$ cat src/rtl/bcd_disp_pkg.sv
// Shared constants for the BCD display scanner: segment codes, update FSM states
// and per-slot anode patterns.
package bcd_disp_pkg;

    // Active-low segment codes, bit order {g,f,e,d,c,b,a}
    localparam logic [6:0] SEG_0    = 7'b1000000;
    localparam logic [6:0] SEG_1    = 7'b1111001;
    localparam logic [6:0] SEG_2    = 7'b0100100;
    localparam logic [6:0] SEG_3    = 7'b0110000;
    localparam logic [6:0] SEG_4    = 7'b0011001;
    localparam logic [6:0] SEG_5    = 7'b0010010;
    localparam logic [6:0] SEG_6    = 7'b0000010;
    localparam logic [6:0] SEG_7    = 7'b1111000;
    localparam logic [6:0] SEG_8    = 7'b0000000;
    localparam logic [6:0] SEG_9    = 7'b0010000;
    localparam logic [6:0] SEG_DASH = 7'b0111111;
    localparam logic [6:0] SEG_OFF  = 7'b1111111;

    typedef enum logic [1:0] {
        IDLE = 2'd0,
        REQ  = 2'd1,
        WAIT = 2'd2
    } upd_state_t;

    localparam logic [3:0] AN_IDX0 = 4'b1110;
    localparam logic [3:0] AN_IDX1 = 4'b1101;
    localparam logic [3:0] AN_IDX2 = 4'b1011;
    localparam logic [3:0] AN_OFF  = 4'b1111;

    function automatic logic [3:0] anode_for(input logic [1:0] idx);
        case (idx)
            2'd0:    return AN_IDX0;
            2'd1:    return AN_IDX1;
            2'd2:    return AN_IDX2;
            default: return AN_OFF;
        endcase
    endfunction

endpackage

$ cat src/rtl/seg7_bcd_decode.sv
// Combinational BCD to active-low 7-segment decoder; non-decimal codes show a dash.
module seg7_bcd_decode
    import bcd_disp_pkg::*;
(
    input  logic [3:0] i_bcd,
    output logic [6:0] o_seg
);

    always_comb begin
        o_seg = SEG_DASH;
        case (i_bcd)
            4'd0:    o_seg = SEG_0;
            4'd1:    o_seg = SEG_1;
            4'd2:    o_seg = SEG_2;
            4'd3:    o_seg = SEG_3;
            4'd4:    o_seg = SEG_4;
            4'd5:    o_seg = SEG_5;
            4'd6:    o_seg = SEG_6;
            4'd7:    o_seg = SEG_7;
            4'd8:    o_seg = SEG_8;
            4'd9:    o_seg = SEG_9;
            default: o_seg = SEG_DASH;
        endcase
    end

endmodule

$ cat src/rtl/bcd_display_scan.sv
// Requests periodic BCD conversions, buffers the result and scans it onto a
// 3-digit common-anode display. Optional macro: LEADING_ZERO_BLANK_EN.
module bcd_display_scan
    import bcd_disp_pkg::*;
#(
    parameter int REFRESH_DIV = 50000,
    parameter int UPD_DIV     = 5000000,
    parameter int TMO         = 64
) (
    input  logic       clk,
    input  logic       rst,
    input  logic       listo,
    input  logic       fin,
    input  logic [3:0] Rcentenas,
    input  logic [3:0] Rdecenas,
    input  logic [3:0] Runidades,
    output logic       convierte,
    output logic [6:0] seg,
    output logic [3:0] an,
    output logic       stale
);

    localparam int REF_W = $clog2(REFRESH_DIV + 1);
    localparam int UPD_W = $clog2(UPD_DIV + 1);
    localparam int TMO_W = $clog2(TMO + 1);

    localparam logic [REF_W-1:0] REF_LAST = REF_W'(REFRESH_DIV - 1);
    localparam logic [UPD_W-1:0] UPD_LAST = UPD_W'(UPD_DIV - 1);
    localparam logic [TMO_W-1:0] TMO_LAST = TMO_W'(TMO - 1);

    upd_state_t       r_state;
    logic [UPD_W-1:0] r_upd;
    logic [TMO_W-1:0] r_tmo;
    logic [3:0]       r_d2, r_d1, r_d0;
    logic [REF_W-1:0] r_refresh;
    logic [1:0]       r_idx;

    logic [3:0]       w_digit;
    logic [6:0]       w_seg;
    logic             w_blank;

    // Update FSM: convierte is registered so it is high exactly while in REQ.
    always_ff @(posedge clk or posedge rst) begin
        if (rst) begin
            r_state   <= IDLE;
            r_upd     <= '0;
            r_tmo     <= '0;
            convierte <= 1'b0;
            stale     <= 1'b0;
            r_d2      <= 4'd0;
            r_d1      <= 4'd0;
            r_d0      <= 4'd0;
        end else begin
            convierte <= 1'b0;
            case (r_state)
                IDLE: begin
                    if (r_upd == UPD_LAST) begin
                        if (listo) begin
                            r_upd     <= '0;
                            r_state   <= REQ;
                            convierte <= 1'b1;
                        end
                    end else begin
                        r_upd <= r_upd + 1'b1;
                    end
                end
                REQ: begin
                    r_tmo   <= '0;
                    r_state <= WAIT;
                end
                WAIT: begin
                    // fin takes priority over a timeout on the same edge
                    if (fin) begin
                        r_d2    <= Rcentenas;
                        r_d1    <= Rdecenas;
                        r_d0    <= Runidades;
                        stale   <= 1'b0;
                        r_state <= IDLE;
                    end else if (r_tmo == TMO_LAST) begin
                        stale   <= 1'b1;
                        r_state <= IDLE;
                    end else begin
                        r_tmo <= r_tmo + 1'b1;
                    end
                end
                default: r_state <= IDLE;
            endcase
        end
    end

    always_comb begin
        w_digit = r_d0;
        case (r_idx)
            2'd1:    w_digit = r_d1;
            2'd2:    w_digit = r_d2;
            default: w_digit = r_d0;
        endcase
    end

`ifdef LEADING_ZERO_BLANK_EN
    always_comb begin
        w_blank = 1'b0;
        case (r_idx)
            2'd2:    w_blank = (r_d2 == 4'd0);
            2'd1:    w_blank = (r_d2 == 4'd0) && (r_d1 == 4'd0);
            default: w_blank = 1'b0;
        endcase
    end
`else
    assign w_blank = 1'b0;
`endif

    seg7_bcd_decode u_dec (
        .i_bcd (w_digit),
        .o_seg (w_seg)
    );

    // Scan: index walks 0..2 only; outputs lag index/buffer by one cycle.
    always_ff @(posedge clk or posedge rst) begin
        if (rst) begin
            r_refresh <= '0;
            r_idx     <= 2'd0;
            an        <= AN_OFF;
            seg       <= SEG_OFF;
        end else begin
            if (r_refresh == REF_LAST) begin
                r_refresh <= '0;
                r_idx     <= (r_idx == 2'd2) ? 2'd0 : r_idx + 2'd1;
            end else begin
                r_refresh <= r_refresh + 1'b1;
            end
            an  <= anode_for(r_idx);
            seg <= w_blank ? SEG_OFF : w_seg;
        end
    end

endmodule

$ cat config.mk
export PLATFORM = sky130hd
export DESIGN_NAME = bcd_display_scan
export DESIGN_NICKNAME = d
export VERILOG_FILES = /design/src/rtl/bcd_disp_pkg.sv /design/src/rtl/seg7_bcd_decode.sv /design/src/rtl/bcd_display_scan.sv
export SDC_FILE = /design/constraint.sdc
export NUM_CORES = 1
export LEC_CHECK = 0
export ABC_AREA = 1
export BUFFER_PORTS_ARGS = -buffer_cell sky130_fd_sc_hd__buf_2
export CORE_ASPECT_RATIO = 1.1
export CORE_MARGIN = 4
export CORE_UTILIZATION = 27
export DETAILED_ROUTE_END_ITERATION = 6
export HOLD_SLACK_MARGIN = 0.08
export PLACE_DENSITY_LB_ADDON = 0.05
export SLEW_MARGIN = 20
export SYNTH_ARGS = -nofsm -noshare
export SYNTH_HDL_FRONTEND = slang
export SYNTH_SLANG_ARGS = --single-unit
$ cat constraint.sdc
create_clock -name clk -period 2.03 [get_ports clk]
set_input_delay 0.1015 -clock clk [delete_from_list [all_inputs] [get_ports clk]]
set_output_delay 0.1015 -clock clk [all_outputs]
set_load 0.03 [all_outputs]
### Word-level counts from Yosys, hierarchy flattened

Memories as Yosys holds them, arrays and structs flattened. A register that Yosys moved wholly into a read port is not among the register bits.
Cells that the tools add are included.

* register bits: 68
* input bits: 16
* memories: 1
* bits in read-only memories: 112
* output and inout bits: 13
* logic and storage cells: 57

Memory list
* (no name shown): words 16, bits a word 7, read ports 1, clocked after memory_dff 1, wr ports 0, line seg7_bcd_decode.sv:11 `case (i_bcd)`

* muxes and demuxes: 19
* equality and inequality tests: 13
* $add $sub $neg: 4
* reduce and logical (&&, ||, !) cells: 9

Operators with widths (number)
* 23-bit 2-to-1 mux: 2
* 23-bit by 1-bit adder with 23-bit output (second input constant): 1
* 23-bit == test (second input constant): 1
* 16-bit by 1-bit adder with 16-bit output (second input constant): 1
* 16-bit == test (second input constant): 1
* 16-bit 2-to-1 mux: 1
* 7-bit 2-to-1 mux: 2
* 7-bit one-hot mux with 2 select lines: 1
* 2-bit 2-to-1 mux: 5
* 2-bit inequality test (second input constant): 5
* 3-bit one-hot mux with 3 select lines: 1
* 4-bit one-hot mux with 2 select lines: 1
* 7-bit by 1-bit adder with 7-bit output (second input constant): 1
* 7-bit by 6-bit == test with 1-bit output (second input constant): 1
* 2-bit one-hot mux with 3 select lines: 1
* 2-bit AND reduction: 3
* 3-bit AND reduction: 2
* 1-bit 2-to-1 mux: 5
* 2-bit by 1-bit == test with 1-bit output (second input constant): 2
* 2-bit == test (second input constant): 2
* 2-bit zero test: 2
* 2-bit nonzero test: 2
* 3-bit inequality test (second input constant): 1
* 2-bit by 1-bit adder with 2-bit output (second input constant): 1

### Longest topological paths before layout

Gate-level depths: netlist of the first run.

* word-level depth: 4
* gate-level depth with buffers: 12
* mapped depth without buffers: 12

### Hierarchy

Synthesis of the first run repeated with hierarchy kept, for this count alone.

* cell total of the unflattened synthesis: 547
* area, all modules: 4141.5 um2

By module, submodules not included
* bcd_display_scan: sequential area each 1864.3 um2, area each 3955.0 um2, times used 1, cells each 512
* seg7_bcd_decode: sequential area each 0.0 um2, area each 186.4 um2, times used 1, cells each 35

### Worst setup path after synthesis of the first run

No wires, ideal clock.

* kind: register -> register
* from: register r_idx[0]
* to: register seg[3]
* slack: -0.023 ns
* clock period less this slack: 2.053 ns
* buffers on the path: 0
* library setup time: 0.062 ns
* data required time: 1.968 ns
* data arrival time: 1.990 ns
* stages on the path, launching flop included: 10
* path through: dfrtp_1 -> inv_1 -> ha_1 -> o21ai_0 -> inv_1 -> ha_1 -> or2_2 -> nand2_1 -> nand2_1 -> nand2_1

* cells in the longest elaborated chain, start to end: 2
* elaborated cells on any way between the ends: 3
* classes of those cells: 2 x eq/ne; 1 x mux

RTL lines
* start, declared: line bcd_display_scan.sv:36 `logic [1:0] r_idx;`
* start signal, assigned: line bcd_display_scan.sv:128 `r_idx <= (r_idx == 2'd2) ? 2'd0 : r_idx + 2'd1;`
* 2-bit == test / 2-bit by 1-bit == test with 1-bit output (equally long branches): line bcd_display_scan.sv:93 `case (r_idx)`
* 4-bit one-hot mux with 2 select lines (*): line bcd_display_scan.sv:93
* end, declared: line bcd_display_scan.sv:18 `output logic [6:0] seg,`

Every way passes the cells marked *; elsewhere a longest branch is shown, timed or not.
A chain may end at the register's enable or synchronous reset.

### Worst setup path after layout of the first run

* from: register r_idx[1]
* to: register seg[3]

The elaborated chain is that of the path after synthesis.

==> results.cfg, run 1 <==
[cells_and_area]
post_route_cells_drive_above_1_share_pct = 17.0
final.fill_count = 1582
syn_to_final_growth_pct = 23.6
nets = 617
diodes = 0
final_util_pct = 34.3
stdcell_count = 787

[critical_path]
worstPathMaxFanout = 5
worst_path_max_delay_cell = dfrtp_1
cp_num_cells = 12
reg2reg_slack_ns = 0.16
critPathLaunchType = register
crit_type = register to register
cp_top_family = simple AND/OR/NAND/NOR gates
cp_common_cell = nand2_1
r2r_cells = 12
path_buf_inv = 2
max_stage_delay_ns = 0.39
cp.arrival_ns = 2.15
cp-end-kind = register
path_cells = inv_2 > ha_2 > nand2_1 > nand2_1 > nand2_1 > o21ai_1 > inv_1 > ha_1 > or2_2 > nand2_1 > nand2_1 > nand2_1
worstPathRequired_ns = 2.31

[power_and_ir_drop]
cellLeakagePower_nw = 2.39
power_mw = 4.08
vdd.ir_drop.worst_mv = 0.341
power_density_nw_per_um2 = 820

[synthesis]
ys_types = 36
synth_edf_count = 0
ys_seq_area_share_pct = 46.3
yosys_warnings = 0
yosysTopAreaCell = dfrtp_1
synth_area_sq_um = 4030
syn-mean-instance-area_sq_um = 7.68
synth-seq-cells = 74
synthTopCellsByCount = nand2_1, nor2_1, dfrtp_1, nand3_1, inv_1
synthArstFlopShare_pct = 100
synthesis.instances = 525
netlist_top_cells_area = dfrtp_1, nand2_1, nand3_1, dfstp_2, nor2_1
synth_top_area_share_pct = 39.7
synth.most_common_cell = nand2_1
syn_nets = 552
synth_flop_cell = dfrtp_1

[clock_tree]
htreeDepth = 3
clk_latency_ns = 0.33
cts_buffer_depth = 2
cts_sinks = 74
cts-root-buf = clkbuf_16
numCtsBuffers = 9
clkTransAtPathRegs_ns = 0.06
cts_tree = built

[global_route]
globalRouteTotalUtil_pct = 12.4
first_global_vias = 3447
grt_max_degree = 33
antenna_found_initial = 0
grt_pass1_wl_um = 16900
grt-ovfl-total = 0

[placement]
gp_congestion = 0.863
place_inst = 755
portBuffers = 27
dp_hpwl_um = 7280

[routing]
wl_met3_um = 244
highest_layer = met4
vias = 3436
route.met2.wl_um = 4770
vias_per_cell = 4.37
drc = 0
routedWlPerCell_um = 12.4
ant_nets = 0
wl_um = 9800
wl_met1_um = 4610
first_iter_violations = 171
dr.pass1.iters = 4

[sta]
setup-violations-final = 0
min_period_ns = 1.87
tns_ns = 0
final_max_slew_viol_count = 0
rsz0062_at_grt = false
final_hold_viol_count = 0
worstMarginPinSlew_ns = 0.571
finalCritPeriodShare_pct = 92.3
skew_ns = 0.00391
fmax_mhz = 534
relSlewSlack_pct = 61.9

[flow_run]
drv_cap = 0

[floorplan]
die_width_um = 124
die_y_um = 136
num_rows = 46
die_area_sq_um = 16900
start_util_pct = 27.8
ios = 29
fp.coreArea_sq_um = 14500

[worst_hold_path]
hold_depth = 6
min_path_type = primary input to register

[status]
status = finished, final reports clean
[worst min-delay path: stages]
cell and delay [ns]:
buf_2 0.08, inv_1 0.05, nand4_1 0.14, nand3_1 0.09
nand2_1 0.05, nand2_1 0.04
[flip-flops by register name (all words and copies together), names as in the netlist]
signal / cells
r_d0: 4
an: 3
r_upd: 23
r_idx: 2
stale: 1
r_tmo: 7
r_refresh: 16
r_d2: 4
r_d1: 4
r_state: 2
seg: 7
convierte: 1
[per-stage QoR]
| step | area, sq um | hold slack [ns] | setup WS [ns] |
|---|---|---|---|
| CTS | 4940 | 0.255 | 0.0589 |
| floorplan | 4030 | 0.211 | 0.0634 |
| global route | 4980 | 0.319 | 0.000118 |
| detailed placement | 4510 | 0.179 | 0.0909 |
| global placement | 4510 | 0.180 | 0.127 |
| finish | 4980 | 0.252 | 0.156 |
[layout by cell type, fill, tap and decap left out, drive strengths merged]
cell and instances:
nor2 73, a21oi 6, xnor2 9, dlygate4sd3 14
clkbuf 11, o211ai 1, o21ai 30, o2111ai 1
nor3 7, ha 11, dfrtp 64, dfstp 10
clkinv 6, xor2 14, conb 1, buf 46
nand3 56, nand3b 1, nand4 6, or2 5
nand2 160, a21o 1, inv 56, o21a 1
bufinv 1, and2 1, nor4 2, o22ai 1
[what timing repair did]
item                                    CTS  global route
gates resized for setup                   0             7
hold buffers                             14             0
hold endpoints to repair                 32             0
buffers inserted                          0             2
endpoints found under the setup margin    0             2
[power breakdown]
group / internal, mW / switching [mW]
clock: 0.982 / 0.632
sequential: 1.63 / 0.144
combinational: 0.271 / 0.420
total: 2.89 / 1.20
[final timing paths]
path | start | end
setup / recovery | r_idx[1] | seg[3]
hold / removal | listo | r_upd[22]
setup reg to reg | r_idx[1] | seg[3]
hold reg to reg | stale | stale
max in group asynchronous | rst | r_state[0]
min in group asynchronous | rst | r_d0[3]
[routing by layer]
metal	vias to the layer above	global-route usage, %
li1	1796	-
met1	1599	15.4
met2	30	21.1
met3	11	3.03
met4	0	4.69
met5	-	0
[area by class of cell]
class | count | area [sq um] | area share [%]
timing repair buffer | 60 | 430 | 8.64
clock buffer | 11 | 243 | 4.87
multi-input combinational | 387 | 1930 | 38.7
clock inverter | 5 | 53.8 | 1.08
sequential | 74 | 1860 | 37.4
inverter | 58 | 219 | 4.40
tap | 192 | 240 | 4.82
[cells by family (layout without fill, tap and decap cells)]
family / after synthesis / count (layout) / share of synthesized area [%]
and+or+nand+nor: 311 / 311 / 33.3
DFF: 74 / 74 / 46.3
buffers and inverters: 64 / 134 / 6.40
AOI/OAI and AO/OA: 41 / 41 / 5.50
xor gates and xnor gates: 23 / 23 / 5.00
adders and majority gates: 11 / 11 / 3.42
other: 1 / 1 / 0.0930
Note: power is estimated with default switching activity, not from simulation.
==> run 2: changes to the inputs <==
--- a/config.mk
+++ b/config.mk
@@ -9,7 +9,7 @@
 export BUFFER_PORTS_ARGS = -buffer_cell sky130_fd_sc_hd__buf_2
 export CORE_ASPECT_RATIO = 1.1
 export CORE_MARGIN = 4
-export CORE_UTILIZATION = 27
+export CORE_UTILIZATION = 54
 export DETAILED_ROUTE_END_ITERATION = 6
 export HOLD_SLACK_MARGIN = 0.08
 export PLACE_DENSITY_LB_ADDON = 0.05
==> run 2 against run 1 <==
Compared with the run above: sequential power barely moved; critical path depth did not move; cell count fell by 14%; clock power fell by 19%; routed wire length fell by 15%; design area fell by 5.1%; sequential share of layout area rose by 2.0 points; via count rose by 0.38%; fmax fell by 0.28%; first-iteration DRC count rose by 6.4%; non-clock buffer count fell by 7; clock-buffer cell count fell by 2.
==> results.cfg, run 2 (same netlist as run 1, synthesis figures left out) <==
[critical_path]
worstPathMaxFanout = 4
path_buf_inv = 2
cp_num_cells = 12
cp_top_family = simple AND/OR/NAND/NOR gates
worstSetupEndpoint = seg[3]
cp.arrival_ns = 2.17
worst_path_max_delay_cell = dfrtp_2
crit_type = register to register
reg2reg_slack_ns = 0.15
cp-end-kind = register
r2r_cells = 12
r2r_start = r_idx[0]
rr_endpoint = seg[3]
cp_common_cell = nand2_1
startpoint = r_idx[0]
worstPathRequired_ns = 2.32
critPathLaunchType = register
path_cells = inv_2 > ha_2 > nand2_1 > nand2_1 > nand2_1 > o21ai_1 > inv_1 > ha_1 > or2_2 > nand2_1 > nand2_1 > nand2_1
max_stage_delay_ns = 0.43

[power_and_ir_drop]
p_int_mw = 2.60
power_mw = 3.75
cellLeakagePower_nw = 2.32
vdd.ir_drop.worst_mv = 0.490
power_density_nw_per_um2 = 793
p_sw_share_pct = 30.7
power_switching_mw = 1.15
pwr-share-clk_pct = 34.9
combPwrFrac_pct = 18.0
power_frac_seq_pct = 47.1

[sta]
finalCritPeriodShare_pct = 92.6
relSlewSlack_pct = 65.9
rsz0062_at_grt = false
tns_ns = 0
final_max_slew_viol_count = 0
worstMarginPinSlew_ns = 0.510
skew_ns = 0.0176
fmax_mhz = 532
final_hold_viol_count = 0
setup-violations-final = 0
min_period_ns = 1.88

[cells_and_area]
final_common_cell = nand2_1
post_route_cells_drive_above_1_share_pct = 16.2
diodes = 0
largest_register = r_upd
largest_register_ffs = 23
syn_to_final_growth_pct = 17.3
nets = 610
reg_top3 = r_upd x23, r_refresh x16
final_util_pct = 66.3
layout_common_cells = nand2_1, nor2_1, dfrtp_1

[routing]
vias = 3449
first_iter_violations = 182
ant_nets = 0
drc = 0
routedWlPerCell_um = 12.4
dr.pass1.iters = 5
wl_um = 8340
vias_per_cell = 5.12

[global_route]
first_global_vias = 3311
globalRouteTotalUtil_pct = 20.4
antenna_found_initial = 0
grt_pass1_wl_um = 14900
grt-ovfl-total = 0
grt_max_degree = 53

[floorplan]
die_width_um = 90.4
fp.coreArea_sq_um = 7130
die_area_sq_um = 8910
ios = 29
start_util_pct = 56.5
num_rows = 32
die_y_um = 98.6

[clock_tree]
clkTransAtPathRegs_ns = 0.10
clk_latency_ns = 0.35
cts_tree = built
cts_buffer_depth = 2
numCtsBuffers = 9
cts-root-buf = clkbuf_8
cts_sinks = 74
htreeDepth = 3

[flow_run]
drv_cap = 0

[placement]
portBuffers = 27
dp_hpwl_um = 5990
gp_congestion = 1.03

[status]
status = finished, final reports clean

[worst_hold_path]
min_path_type = primary input to register
## run 2: layout make-up
type                       instances  area (sq um)
fill                             589          2400
multi-input combinational        387          1940
sequential                        74          1870
timing repair buffer              53           378
inverter                          58           218
clock buffer                       9           124
tap                               85           106
clock inverter                     7           101
## run 2: metrics by stage
stage / instance area [sq um] / hold slack [ns] / setup slack (ns) / instances
final: 4730 / 0.220 / 0.151 / 673
after global routing: 4730 / 0.236 / 0.0128 / 673
after CTS: 4680 / 0.206 / 0.0853 / 671
after detailed placement: 4320 / 0.167 / 0.114 / 641
after global placement: 4320 / 0.160 / 0.161 / 641
after floorplan: 4030 / 0.211 / 0.0634 / 525
## run 2: power by group through the flow
stage / registers (mW) / logic (mW) / clock network [mW]
floorplan: 1.81 / 0.439 / 0
global placement: 1.79 / 0.650 / 0
detailed placement: 1.79 / 0.654 / 0
CTS: 1.76 / 0.677 / 1.34
global route: 1.79 / 0.774 / 1.41
finish: 1.77 / 0.674 / 1.31
## run 2: worst min path at each step
stage,start,depth (start not counted),endpoint
after CTS,listo,6,r_upd[22]
after global placement,rst,2,r_d2[0]
final,listo,6,r_upd[22]
after floorplan,Runidades[2],2,r_d0[2]
after global routing,listo,6,r_upd[22]
after detailed placement,rst,2,stale
## run 2: timing repair
action | in CTS | in global routing
hold buffers | 14 | 0
hold endpoints to repair | 36 | 0
setup endpoints to repair | 0 | 2
gates resized for setup | 0 | 8
buffers inserted | 0 | 2
## run 2: worst register-to-register path: stages (launching register included)
cell	delay (ns)
dfrtp_2	0.43
inv_2	0.09
ha_2	0.21
nand2_1	0.06
nand2_1	0.06
nand2_1	0.05
o21ai_1	0.10
inv_1	0.09
ha_1	0.28
or2_2	0.29
nand2_1	0.07
nand2_1	0.05
nand2_1	0.05
## run 2: routing by layer
metal / vias up / GRT usage (%) / wire length, um / share of wire [%]
met1: 1580 / 28.3 / 4080 / 49
li1: 1780 / - / - / -
met5: - / 0 / 0 / 0
met4: 0 / 7.42 / 173 / 2.1
met3: 13 / 4.20 / 332 / 4.0
met2: 76 / 31.9 / 3750 / 45
